===== src/rtl/multicycle_controller_if.sv =====
// Control and handshake bundle between the multicycle controller (master)
// and the CPU datapath / memory side (slave).
interface multicycle_controller_if;
    // Memory read bus and handshake
    logic [15:0] instruction;
    logic        mem_ready;
    logic        memRead;
    logic        memWrite;

    // ALU flags from the datapath, valid while the controller is in EXEC
    logic        C;
    logic        L;
    logic        F;
    logic        Z;
    logic        N;

    // Datapath enables, mux selects and ALU code
    logic        irS;
    logic        srcRegEn;
    logic        dstRegEn;
    logic        immRegEn;
    logic        regFileEn;
    logic        signEn;
    logic [1:0]  mux4En;
    logic [1:0]  exMemResultEn;
    logic        shiftALUMuxEn;
    logic        regImmMuxEn;
    logic [1:0]  regpcCont;
    logic [3:0]  aluControl;
    logic        pcRegEn;
    logic        pcLoad;
    logic        pcSrc;
    logic        fault;

    modport master (
        input  instruction, mem_ready, C, L, F, Z, N,
        output memRead, memWrite, irS, srcRegEn, dstRegEn, immRegEn,
               regFileEn, signEn, mux4En, exMemResultEn, shiftALUMuxEn,
               regImmMuxEn, regpcCont, aluControl, pcRegEn, pcLoad, pcSrc,
               fault
    );

    modport slave (
        output instruction, mem_ready, C, L, F, Z, N,
        input  memRead, memWrite, irS, srcRegEn, dstRegEn, immRegEn,
               regFileEn, signEn, mux4En, exMemResultEn, shiftALUMuxEn,
               regImmMuxEn, regpcCont, aluControl, pcRegEn, pcLoad, pcSrc,
               fault
    );
endinterface


===== src/rtl/multicycle_controller.sv =====
// Multicycle CPU control FSM: sequences FETCH/DECODE/EXEC/MEM/BRANCH, drives
// every datapath control, owns the flag register and evaluates branch
// conditions. A memory access that waits WAIT_LIMIT cycles without mem_ready
// parks the controller in a sticky FAULT state.
// Optional feature: define CTRL_PERF_CNT_EN to add the 16-bit instRetired
// counter output (one count per pcRegEn pulse, wrapping).
module multicycle_controller #(
    parameter int WAIT_LIMIT = 8  // 1..255
) (
    input  logic                    clk,
    input  logic                    reset,   // asynchronous, active-low
    multicycle_controller_if.master bus
`ifdef CTRL_PERF_CNT_EN
    ,
    output logic [15:0]             instRetired
`endif
);

    typedef enum logic [2:0] {
        S_FETCH,
        S_DECODE,
        S_EXEC,
        S_MEM,
        S_BRANCH,
        S_FAULT
    } state_t;

    typedef struct packed {
        logic c;
        logic l;
        logic f;
        logic z;
        logic n;
    } flags_t;

    state_t     state;
    state_t     state_next;

    // Controller's own copy of OpCode/Rdest/Ext; Rsrc only matters to the datapath
    logic [11:0] ir;
    flags_t      flags;
    logic [7:0]  wait_cnt;
    // A MEM completion or a NOP owes the PC an increment on the next FETCH entry
    logic        pc_pending;
    logic [3:0]  unused_rsrc;

    logic [3:0]  opcode;
    logic [3:0]  rdest;
    logic [3:0]  ext;
    logic [3:0]  alu_code;
    logic        is_rtype;
    logic        is_imm;
    logic        is_logic_imm;
    logic        is_shift;
    logic        is_load;
    logic        is_stor;
    logic        is_bcond;
    logic        is_jcond;
    logic        is_alu;
    logic        is_cmp;
    logic        is_mov;
    logic        is_flag_op;
    logic        decode_nop;
    logic        taken;
    logic        mem_phase;
    logic        wait_expired;

    assign unused_rsrc  = bus.instruction[3:0];

    assign opcode       = ir[11:8];
    assign rdest        = ir[7:4];
    assign ext          = ir[3:0];

    assign is_rtype     = (opcode == 4'h0);
    assign is_imm       = opcode inside {4'h1, 4'h2, 4'h3, 4'h5, 4'h9, 4'hB, 4'hD};
    assign is_logic_imm = opcode inside {4'h1, 4'h2, 4'h3};
    assign is_shift     = (opcode == 4'h8);
    assign is_load      = (opcode == 4'h4) && (ext == 4'h0);
    assign is_stor      = (opcode == 4'h4) && (ext == 4'h4);
    assign is_jcond     = (opcode == 4'h4) && (ext == 4'hC);
    assign is_bcond     = (opcode == 4'hC);

    // R-type carries the ALU operation in Ext, immediate forms in OpCode
    assign alu_code     = is_rtype ? ext : opcode;
    assign is_alu       = is_rtype || is_imm;
    assign is_cmp       = is_alu && (alu_code == 4'hB);
    assign is_mov       = is_alu && (alu_code == 4'hD);
    assign is_flag_op   = is_alu && (alu_code inside {4'h5, 4'h9, 4'hB});
    assign decode_nop   = !(is_alu || is_shift || is_load || is_stor ||
                            is_bcond || is_jcond);

    assign mem_phase    = (state == S_FETCH) || (state == S_MEM);
    assign wait_expired = mem_phase && !bus.mem_ready &&
                          (wait_cnt == 8'(WAIT_LIMIT - 1));

    // Branch condition evaluation against the latched flag register
    always_comb begin
        case (rdest)
            4'h0:    taken = flags.z;
            4'h1:    taken = !flags.z;
            4'h2:    taken = flags.c;
            4'h3:    taken = !flags.c;
            4'h4:    taken = flags.l;
            4'h5:    taken = !flags.l;
            4'h6:    taken = flags.n;
            4'h7:    taken = !flags.n;
            4'h8:    taken = flags.f;
            4'h9:    taken = !flags.f;
            4'hE:    taken = 1'b1;
            default: taken = 1'b0;
        endcase
    end

    // State register
    // NOTE: sequential state uses non-blocking assignments so every flop
    // samples pre-edge values regardless of process evaluation order.
    always_ff @(posedge clk or negedge reset) begin
        if (!reset) state <= S_FETCH;
        else        state <= state_next;
    end

    // Next-state selection
    always_comb begin
        state_next = state;
        case (state)
            S_FETCH: begin
                if (bus.mem_ready)      state_next = S_DECODE;
                else if (wait_expired)  state_next = S_FAULT;
            end
            S_DECODE: begin
                if (is_alu || is_shift)        state_next = S_EXEC;
                else if (is_load || is_stor)   state_next = S_MEM;
                else if (is_bcond || is_jcond) state_next = S_BRANCH;
                else                           state_next = S_FETCH;
            end
            S_EXEC:   state_next = S_FETCH;
            S_BRANCH: state_next = S_FETCH;
            S_MEM: begin
                if (bus.mem_ready)      state_next = S_FETCH;
                else if (wait_expired)  state_next = S_FAULT;
            end
            S_FAULT:  state_next = S_FAULT;
            default:  state_next = S_FETCH;
        endcase
    end

    // Instruction copy, flag register, memory wait counter and deferred PC step
    always_ff @(posedge clk or negedge reset) begin
        if (!reset) begin
            ir         <= '0;
            flags      <= '0;
            wait_cnt   <= '0;
            pc_pending <= 1'b0;
        end else begin
            if (state == S_FETCH && bus.mem_ready)
                ir <= bus.instruction[15:4];
            if (state == S_EXEC && is_flag_op)
                flags <= '{c: bus.C, l: bus.L, f: bus.F, z: bus.Z, n: bus.N};
            wait_cnt   <= (mem_phase && !bus.mem_ready) ? wait_cnt + 8'd1 : 8'd0;
            pc_pending <= (state == S_DECODE && decode_nop) ||
                          (state == S_MEM && bus.mem_ready);
        end
    end

    // Output decode; everything is held at 0 while reset is asserted so an
    // in-flight memory strobe drops the moment reset falls
    always_comb begin
        // NOTE: every output gets a default before the case so no path can
        // leave one unassigned and infer a latch.
        bus.irS           = 1'b0;
        bus.srcRegEn      = 1'b0;
        bus.dstRegEn      = 1'b0;
        bus.immRegEn      = 1'b0;
        bus.regFileEn     = 1'b0;
        bus.signEn        = 1'b0;
        bus.mux4En        = 2'b00;
        bus.exMemResultEn = 2'b00;
        bus.shiftALUMuxEn = 1'b0;
        bus.regImmMuxEn   = 1'b0;
        bus.regpcCont     = 2'b00;
        bus.aluControl    = 4'h0;
        bus.memRead       = 1'b0;
        bus.memWrite      = 1'b0;
        bus.pcRegEn       = 1'b0;
        bus.pcLoad        = 1'b0;
        bus.pcSrc         = 1'b0;
        bus.fault         = 1'b0;
        if (reset) begin
            case (state)
                S_FETCH: begin
                    bus.memRead = 1'b1;
                    bus.irS     = bus.mem_ready;
                    bus.pcRegEn = pc_pending;
                end
                S_DECODE: begin
                    bus.srcRegEn = 1'b1;
                    bus.dstRegEn = 1'b1;
                    bus.immRegEn = 1'b1;
                end
                S_EXEC: begin
                    bus.pcRegEn   = 1'b1;
                    bus.signEn    = !is_logic_imm;
                    bus.regFileEn = !is_cmp;
                    if (is_shift) begin
                        bus.shiftALUMuxEn = 1'b1;
                        bus.regImmMuxEn   = !ext[0];
                    end else begin
                        bus.aluControl    = alu_code;
                        bus.mux4En        = is_imm ? 2'b01 : 2'b00;
                        bus.exMemResultEn = is_mov ? 2'b10 : 2'b00;
                    end
                end
                S_MEM: begin
                    bus.regpcCont     = 2'b00;
                    bus.memRead       = is_load;
                    bus.memWrite      = is_stor;
                    bus.exMemResultEn = is_load ? 2'b01 : 2'b00;
                    bus.regFileEn     = is_load && bus.mem_ready;
                end
                S_BRANCH: begin
                    bus.pcRegEn = 1'b1;
                    bus.pcLoad  = taken;
                    bus.pcSrc   = is_jcond;
                end
                S_FAULT: bus.fault = 1'b1;
                default: ;
            endcase
        end
    end

`ifdef CTRL_PERF_CNT_EN
    // Retired-instruction counter: one count per PC update, wraps naturally
    always_ff @(posedge clk or negedge reset) begin
        if (!reset)           instRetired <= '0;
        else if (bus.pcRegEn) instRetired <= instRetired + 16'd1;
    end
`endif

endmodule


===== src/flat_wrapper.sv =====
// flat-port wrapper written by rule: the top's interface ports become plain ports
module multicycle_controller_flat 
#(
    parameter int WAIT_LIMIT = 8           
)
  (clk, reset, bus_instruction, bus_mem_ready, bus_C, bus_L, bus_F, bus_Z, bus_N, bus_memRead, bus_memWrite, bus_irS, bus_srcRegEn, bus_dstRegEn, bus_immRegEn, bus_regFileEn, bus_signEn, bus_mux4En, bus_exMemResultEn, bus_shiftALUMuxEn, bus_regImmMuxEn, bus_regpcCont, bus_aluControl, bus_pcRegEn, bus_pcLoad, bus_pcSrc, bus_fault);
  multicycle_controller_if bus_i ();
  input  logic clk;
  input  logic reset;
  input wire logic [$bits(bus_i.instruction)-1:0] bus_instruction;
  input wire logic [$bits(bus_i.mem_ready)-1:0] bus_mem_ready;
  input wire logic [$bits(bus_i.C)-1:0] bus_C;
  input wire logic [$bits(bus_i.L)-1:0] bus_L;
  input wire logic [$bits(bus_i.F)-1:0] bus_F;
  input wire logic [$bits(bus_i.Z)-1:0] bus_Z;
  input wire logic [$bits(bus_i.N)-1:0] bus_N;
  output wire logic [$bits(bus_i.memRead)-1:0] bus_memRead;
  output wire logic [$bits(bus_i.memWrite)-1:0] bus_memWrite;
  output wire logic [$bits(bus_i.irS)-1:0] bus_irS;
  output wire logic [$bits(bus_i.srcRegEn)-1:0] bus_srcRegEn;
  output wire logic [$bits(bus_i.dstRegEn)-1:0] bus_dstRegEn;
  output wire logic [$bits(bus_i.immRegEn)-1:0] bus_immRegEn;
  output wire logic [$bits(bus_i.regFileEn)-1:0] bus_regFileEn;
  output wire logic [$bits(bus_i.signEn)-1:0] bus_signEn;
  output wire logic [$bits(bus_i.mux4En)-1:0] bus_mux4En;
  output wire logic [$bits(bus_i.exMemResultEn)-1:0] bus_exMemResultEn;
  output wire logic [$bits(bus_i.shiftALUMuxEn)-1:0] bus_shiftALUMuxEn;
  output wire logic [$bits(bus_i.regImmMuxEn)-1:0] bus_regImmMuxEn;
  output wire logic [$bits(bus_i.regpcCont)-1:0] bus_regpcCont;
  output wire logic [$bits(bus_i.aluControl)-1:0] bus_aluControl;
  output wire logic [$bits(bus_i.pcRegEn)-1:0] bus_pcRegEn;
  output wire logic [$bits(bus_i.pcLoad)-1:0] bus_pcLoad;
  output wire logic [$bits(bus_i.pcSrc)-1:0] bus_pcSrc;
  output wire logic [$bits(bus_i.fault)-1:0] bus_fault;
  assign bus_i.instruction = bus_instruction;
  assign bus_i.mem_ready = bus_mem_ready;
  assign bus_i.C = bus_C;
  assign bus_i.L = bus_L;
  assign bus_i.F = bus_F;
  assign bus_i.Z = bus_Z;
  assign bus_i.N = bus_N;
  assign bus_memRead = bus_i.memRead;
  assign bus_memWrite = bus_i.memWrite;
  assign bus_irS = bus_i.irS;
  assign bus_srcRegEn = bus_i.srcRegEn;
  assign bus_dstRegEn = bus_i.dstRegEn;
  assign bus_immRegEn = bus_i.immRegEn;
  assign bus_regFileEn = bus_i.regFileEn;
  assign bus_signEn = bus_i.signEn;
  assign bus_mux4En = bus_i.mux4En;
  assign bus_exMemResultEn = bus_i.exMemResultEn;
  assign bus_shiftALUMuxEn = bus_i.shiftALUMuxEn;
  assign bus_regImmMuxEn = bus_i.regImmMuxEn;
  assign bus_regpcCont = bus_i.regpcCont;
  assign bus_aluControl = bus_i.aluControl;
  assign bus_pcRegEn = bus_i.pcRegEn;
  assign bus_pcLoad = bus_i.pcLoad;
  assign bus_pcSrc = bus_i.pcSrc;
  assign bus_fault = bus_i.fault;
  multicycle_controller #(.WAIT_LIMIT(WAIT_LIMIT)) u_core (.clk(clk), .reset(reset), .bus(bus_i));
endmodule

===== config.mk =====
export PLATFORM = sky130hd
export DESIGN_NAME = multicycle_controller_flat
export DESIGN_NICKNAME = d
export VERILOG_FILES = /design/src/rtl/multicycle_controller_if.sv /design/src/rtl/multicycle_controller.sv /design/src/flat_wrapper.sv
export SDC_FILE = /design/constraint.sdc
export NUM_CORES = 1
export LEC_CHECK = 0
export ABC_AREA = 0
export BUFFER_PORTS_ARGS = -buffer_cell sky130_fd_sc_hd__buf_2
export CAP_MARGIN = 0
export CORE_ASPECT_RATIO = 1.5
export CORE_MARGIN = 2
export CORE_UTILIZATION = 41
export CTS_BUF_LIST = sky130_fd_sc_hd__clkbuf_16
export DETAILED_ROUTE_END_ITERATION = 12
export PLACE_DENSITY_LB_ADDON = 0.25
export SLEW_MARGIN = 0
export SYNTH_ARGS = -nofsm -noshare
export SYNTH_HDL_FRONTEND = slang
export SYNTH_SLANG_ARGS = --single-unit

===== constraint.sdc =====
create_clock -name clk -period 1.9 [get_ports clk]
set_input_delay 0 -clock clk [delete_from_list [all_inputs] [get_ports clk]]
set_output_delay 0 -clock clk [all_outputs]
set_load 0.005 [all_outputs]

==> results.md, run 1 <==
* Outcome: complete, no violations
* Avg WL per Cell at 13.6 um
* Final WS setup at 107 ps
* Post-synthesis cell type count at between 50 and 60
* Max cap viols at 0
* Min cycle time layout at 1790 ps
* H-tree depth at 2
* Psw at 1280 uW
* Worst hold path depth at 3
* Crit end category: output port
* Post-synth EDFFs at 0
* PwrDens at 1360 nW/um^2
* Fin cells at roughly 310
* Static leakage at 0.00115 uW
* Hold Path Origin: bus_mem_ready
* Worst-Margin Slew at 583 ps
* Relative slew margins at around three fifths
* Slowest cell on the critical path: dfrtp_2
* Startpoint types: flip-flop
* FF-to-FF End: u_core.flags[3]$_DFFE_PN0P_
* Design Area, Final at between 2000 and 2500 um^2
* Crit path cell chain: nor4_4 > and4b_2 > nand2_1 > a221oi_2 > buf_2
* Top Ports at 48
* Area grow syn2layout at 37.1%
* P_int at 2100 uW
* Post-synth ARST share at 100%
* Dpl cells at about 290
* Final layout net count at 291
* Root buffer cell: clkbuf_16
* Sink of the worst hold path: u_core.pc_pending$_DFF_PN0_
* Sequential area share after synthesis at 39.9%
* First drt pass iteration count at 4
* HPWL after detailed placement at between 3 and 4 mm
* Vias per cell at 5.27
* Worst-path maximum fanout at 7
* Comb pwr share at between 40% and 50%
* Worst Path Buf+Inv at 1
* RSZ-0062 raised after global routing: yes
* Net Sw Frac at 37.8%
* Fillers at 398
* Drt drc at 0
* GR Overflow Total at 0
* Syn Inst Count at 195
* Total number of yosys warnings at 0
* Cells on worst reg2reg path at 4
* Global-route wire length before repair at 7.26 mm
* IO buf count at 40
* Antenna-violating nets left at 0
* Setup Skew at about 4.6 ps
* Total GRT Usage at 19.2%
* Final worst path period share at about 94%
* Vias in the first global route at 1598
* Hold Fails Final Rpt at 0
* #FFs+latches synth at 29
* Share of layout cells above drive strength 1 at 33.5%
* Worst vdd ir at about 0.00090 V
* Drt total wl at around 4.2 mm
* Area leader, netlist: dfrtp_1
* Clock Latency Late Sink at approximately 270 ps
* Dominant synthesized flop cell: dfrtp_1
* Delay-heaviest family, CP: simple AND/OR/NAND/NOR gates
* Initial antenna violation count at 0
* Via count at 1645
* Die Area at 4990 um^2
* Synth top area share at 39.9%
* Starting Density at 42.8%
* Worst EP arrival at 1790 ps
* Multi-input gate area at 1010 um^2
* Chip height at 85.5 um
* Dpl ws at 107 ps
* Clock sink count at 29
* Post-synth top cells: dfrtp_1 (29), nor2_1 (22), nand2_1 (14), mux2_2 (10)
* Clock power frac at 20.7%
* TritonCTS clock tree: yes
* R2R Setup Slk at 140 ps
* Most numerous cell in the Yosys netlist: dfrtp_1
* Reg area at approximately 730 um^2
* Placement Cell Area at 2130 um^2
* R2r startpoint: u_core.ir[8]$_DFFE_PN0P_
* Core ar. at 4250 um^2
* Initial DRC count at 46
* Crit path largest cell delay at 450 ps
* Min-delay worst type: input pin to flip-flop
* Final Max Slew Viols at 0
* Setup CP Type: flip-flop to output port
* Leading post-synthesis cells by cell area: dfrtp_1 (40%), mux2_2 (6.2%), nor2_1 (4.5%), buf_4 (2.9%), nand2_1 (2.9%)
* Row count at 29
* Number of buffers created by CTS at 5
* WP data required at 1900 ps
* Setup TNS at 0 ps
* Largest net degree at the start of global routing at 22
* F_max at about 0.56 GHz
* Seq pwr share at 33.8%
* Die width at 58.4 um
* Routability cong. at between 0.7 and 0.8
* Clock tree buffer depth at 2
* N_diodes at 0
* Post-Syn Area at 1820 um^2
* # setup viols final at 0
* Clock transition at the registers of the reported paths at 50 ps
* Syn Area/Cell at 9.32 um^2
per-stage QoR:
stage / util [%] / hold slack, ps / total power (uW)
final: 58.7 / 41.6 / 3380
after global routing: 58.7 / 46.3 / 3630
after CTS: 58.0 / 44.9 / 3380
after detailed placement: 50.2 / 36.7 / 2590
after global placement: 50.2 / 22.2 / 2570
after floorplan: - / -296 / 2110
worst min-delay path, delay by kind of cell:
family	cells	cell delay (ps)
compound gates	1	70
simple gates	1	60
buf+inv	1	140
cells in the final DEF (no fill, tap or decap), types with 3 or more instances in the layout:
master / instances
xnor2_1: 3
nor2_1: 22
mux2i_1: 3
o21ai_0: 8
nor2b_1: 6
xor2_1: 5
dfrtp_2: 3
buf_2: 40
nor3_1: 6
dlygate4sd3_1: 18
dfrtp_1: 26
nand2_1: 14
buf_4: 18
nand3b_1: 3
conb_1: 3
a21oi_1: 8
nand3_1: 7
a31oi_1: 3
clkbuf_16: 5
and3_1: 3
nand2b_1: 3
inv_1: 8
mux2_2: 10
power groups by stage:
stage | Clock [uW] | Combinational (uW) | Sequential [uW]
after CTS | 721 | 1530 | 1130
after global routing | 748 | 1710 | 1180
after detailed placement | 0 | 1480 | 1110
after floorplan | 0 | 1090 | 1020
final | 699 | 1540 | 1140
after global placement | 0 | 1460 | 1100
kinds of logic after synthesis:
logic type / count (synthesis) / synth area share [%]
AO/OA/AOI/OAI: 36 / 14.1
XOR/XNOR: 8 / 3.86
adder cells (fa/ha/maj): 1 / 0.689
buffers and inverters: 22 / 6.82
flip-flops: 29 / 39.9
multiplexers: 15 / 9.09
other: 1 / 0.206
AND/OR/NAND/NOR: 83 / 25.3
registers in the layout, indices dropped and copies added (netlist names):
signal             flops
u_core.wait_cnt        8
u_core.pc_pending      1
u_core.ir             12
u_core.state           3
u_core.flags           5
timing repair:
| item | CTS | global route |
|---|---|---|
| pin swaps | 0 | 2 |
| endpoints found under the setup margin | 3 | 7 |
| hold buffers | 18 | 0 |
| resized for setup | 4 | 6 |
| buffers inserted | 0 | 1 |
| hold endpoints to repair | 46 | 0 |
metal layers:
layer | track usage (%) | share of wire, % | up-vias
met4 | 8.67 | 2.3 | 0
met2 | 32.9 | 52 | 31
li1 | - | - | 827
met5 | 0 | 0 | -
met1 | 22.5 | 42 | 778
met3 | 4.07 | 3.3 | 9
area by class of cell:
class / instances / share of cell area, %
multi-input cells: 146 / 40.5
well taps: 46 / 2.31
clock inverters: 2 / 0.301
flip-flops and latches: 29 / 29.3
repair buffers: 77 / 21.5
inverters: 7 / 1.05
clock buffers: 5 / 5.02
how the worst max path moves through the flow:
stage | slack (ps) | startpoint | end | cells past startpoint
3_3_place_gp | 120 | u_core.state[0]$_DFF_PN0_ | u_core.flags[0]$_DFFE_PN0P_ | 4
3_5_place_dp | 110 | u_core.ir[11]$_DFFE_PN0P_ | u_core.flags[3]$_DFFE_PN0P_ | 4
4_1_cts | 40 | u_core.ir[11]$_DFFE_PN0P_ | bus_regFileEn | 5
5_1_grt | -9 | u_core.ir[3]$_DFFE_PN0P_ | bus_regFileEn | 5
6_report | 110 | u_core.ir[3]$_DFFE_PN0P_ | bus_regFileEn | 5
2_1_floorplan | 220 | u_core.ir[9]$_DFFE_PN0P_ | u_core.flags[0]$_DFFE_PN0P_ | 5
Power figures use the tool's default switching activity.
==> run 2, diff against run 1 <==
--- a/config.mk
+++ b/config.mk
@@ -14,6 +14,7 @@
 export CTS_BUF_LIST = sky130_fd_sc_hd__clkbuf_16
 export DETAILED_ROUTE_END_ITERATION = 12
 export PLACE_DENSITY_LB_ADDON = 0.25
+export RECOVER_POWER = 100
 export SLEW_MARGIN = 0
 export SYNTH_ARGS = -nofsm -noshare
 export SYNTH_HDL_FRONTEND = slang
==> results.md, run 2 (synthesis results as in run 1) <==
* Final worst path period share at roughly 94%
* Worst EP arrival at 1790 ps
* Fin cells at 312
* Largest Register: u_core.ir
* Root buffer cell: clkbuf_16
* Avg WL per Cell at 13.6 um
* Most frequent cells in the layout: buf_2 (38), dfrtp_1 (26), nor2_1 (22)
* Share of layout cells above drive strength 1 at 32.3%
* GR Overflow Total at 0
* Worst vdd ir at 0.000903 V
* First drt pass iteration count at 6
* Net Sw Frac at 37.9%
* PwrDens at 1360 nW/um^2
* Psw at 1280 uW
* Starting Density at 42.8%
* Worst hold path depth at 3
* RSZ-0062 raised after global routing: yes
* Die Area at 4990 um^2
* WP data required at 1900 ps
* Min-delay worst type: input pin to flip-flop
* Total GRT Usage at 19.2%
* Core ar. at 4250 um^2
* F_max at 0.560 GHz
* HPWL after detailed placement at 3.08 mm
* Largest net degree at the start of global routing at 22
* Biggest regs: u_core.ir x12, u_core.wait_cnt x8, u_core.flags x5
* Dpl cells at 286
* Clock transition at the registers of the reported paths at about 50 ps
* Drt drc at 0
* Crit end category: output port
* Hold Fails Final Rpt at 0
* Seq pwr share at 33.9%
* Vias in the first global route at 1598
* Static leakage at approximately 0.0011 uW
* P_int at 2090 uW
* Worst-Margin Slew at 720 ps
* Row count at 29
* Min cycle time layout at ~1800 ps
* Vias per cell at 5.27
* N_diodes at 0
* IO buf count at 40
* Clock Latency Late Sink at 270 ps
* Antenna-violating nets left at 0
* TritonCTS clock tree: yes
* Top Ports at 48
* Initial antenna violation count at 0
* Clock tree buffer depth at 2
* Tot Pwr at 3370 uW
* Commonest non-fill, non-tap cell in the layout: buf_2
* Outcome: complete, no violations
* Via count at 1645
* Setup CP Type: flip-flop to output port
* Final layout net count at 291
* Startpoint types: flip-flop
* Chip height at 85.5 um
* Worst-path maximum fanout at 11
* Routability cong. at 0.799
* Clock sink count at 29
* Die width at between 50 and 60 um
* # setup viols final at 0
* Clock power frac at 20.8%
* Relative slew margins at 52.0%
* Drt total wl at 4.24 mm
* H-tree depth at 2
* Final hold slack at 41.2 ps
* Setup Skew at 4.88 ps
* Global-route wire length before repair at between 7 and 8 mm
* Final Max Slew Viols at 0
* Comb pwr share at between 40 and 50%
* Area grow syn2layout at 36.6%
* Largest register FFs at 12
* Max cap viols at 0
* Number of buffers created by CTS at 5
* Initial DRC count at 56
* Cells on worst reg2reg path at 4
## run 2: cell count changes in the layout (fill, tap and decap cells not counted), sizes merged
cell and delta:
clkbuf +4, buf -4
## run 2: cell type report
class | count | area [um^2]
Inverter | 7 | 26.3
Fill cell | 399 | 1760
Sequential cell | 29 | 729
Clock buffer | 5 | 125
Clock inverter | 2 | 7.51
Multi-Input combinational cell | 146 | 1010
Timing Repair Buffer | 77 | 527
Tap cell | 46 | 57.6
## run 2: path summary, 6_finish.rpt
check | endpoint | startpoint | slack (ps)
max | bus_exMemResultEn[1] | u_core.ir[8]$_DFFE_PN0P_ | 110
min | u_core.pc_pending$_DFF_PN0_ | bus_mem_ready | 40
max reg2reg | u_core.flags[3]$_DFFE_PN0P_ | u_core.ir[8]$_DFFE_PN0P_ | 130
min reg2reg | u_core.wait_cnt[0]$_DFF_PN0_ | u_core.wait_cnt[0]$_DFF_PN0_ | 450
max in group asynchronous | u_core.ir[11]$_DFFE_PN0P_ | reset | 840
min in group asynchronous | u_core.ir[3]$_DFFE_PN0P_ | reset | 420
## run 2: power by group through the flow
stage / Combinational, uW / Sequential [uW] / Clock, uW
6_report: 1530 / 1140 / 699
5_1_grt: 1700 / 1180 / 748
4_1_cts: 1530 / 1130 / 721
3_5_place_dp: 1480 / 1110 / 0
3_3_place_gp: 1460 / 1100 / 0
2_1_floorplan: 1090 / 1020 / 0
## run 2: worst max-delay path, cell delays in order (launching register included)
cell and delay [ps]:
dfrtp_2 480, or4b_1 560, a21oi_1 200, and3_1 170, buf_2 100
## run 2: through the flow
stage / setup WS (ps) / setup TNS (ps) / cell area (um^2) / utilization [%]
floorplan: 219 / 0 / 1820 / -
detailed placement: 107 / 0 / 2130 / 50.2
CTS: 35.2 / 0 / 2460 / 58.0
global route: -8.87 / -8.87 / 2480 / 58.5
global placement: 120 / 0 / 2130 / 50.2
finish: 113 / 0 / 2480 / 58.5
## run 2: timing repair
action	4_1_cts	5_1_grt
endpoints found under the setup margin	3	7
gates resized for setup	4	6
hold buffers	18	0
pin swaps	0	2
buffers inserted	0	1
hold endpoints to repair	46	0
## run 2: routing by layer
metal  global-route usage, %  share of wire, %  vias to the layer above  wire, um
met5                       0                 0                        -         0
met2                    32.9                52                       34      2210
li1                        -                 -                      826         -
met1                    22.5                42                      777      1780
met3                    4.07               3.6                        8       153
met4                    8.67               2.2                        0        95
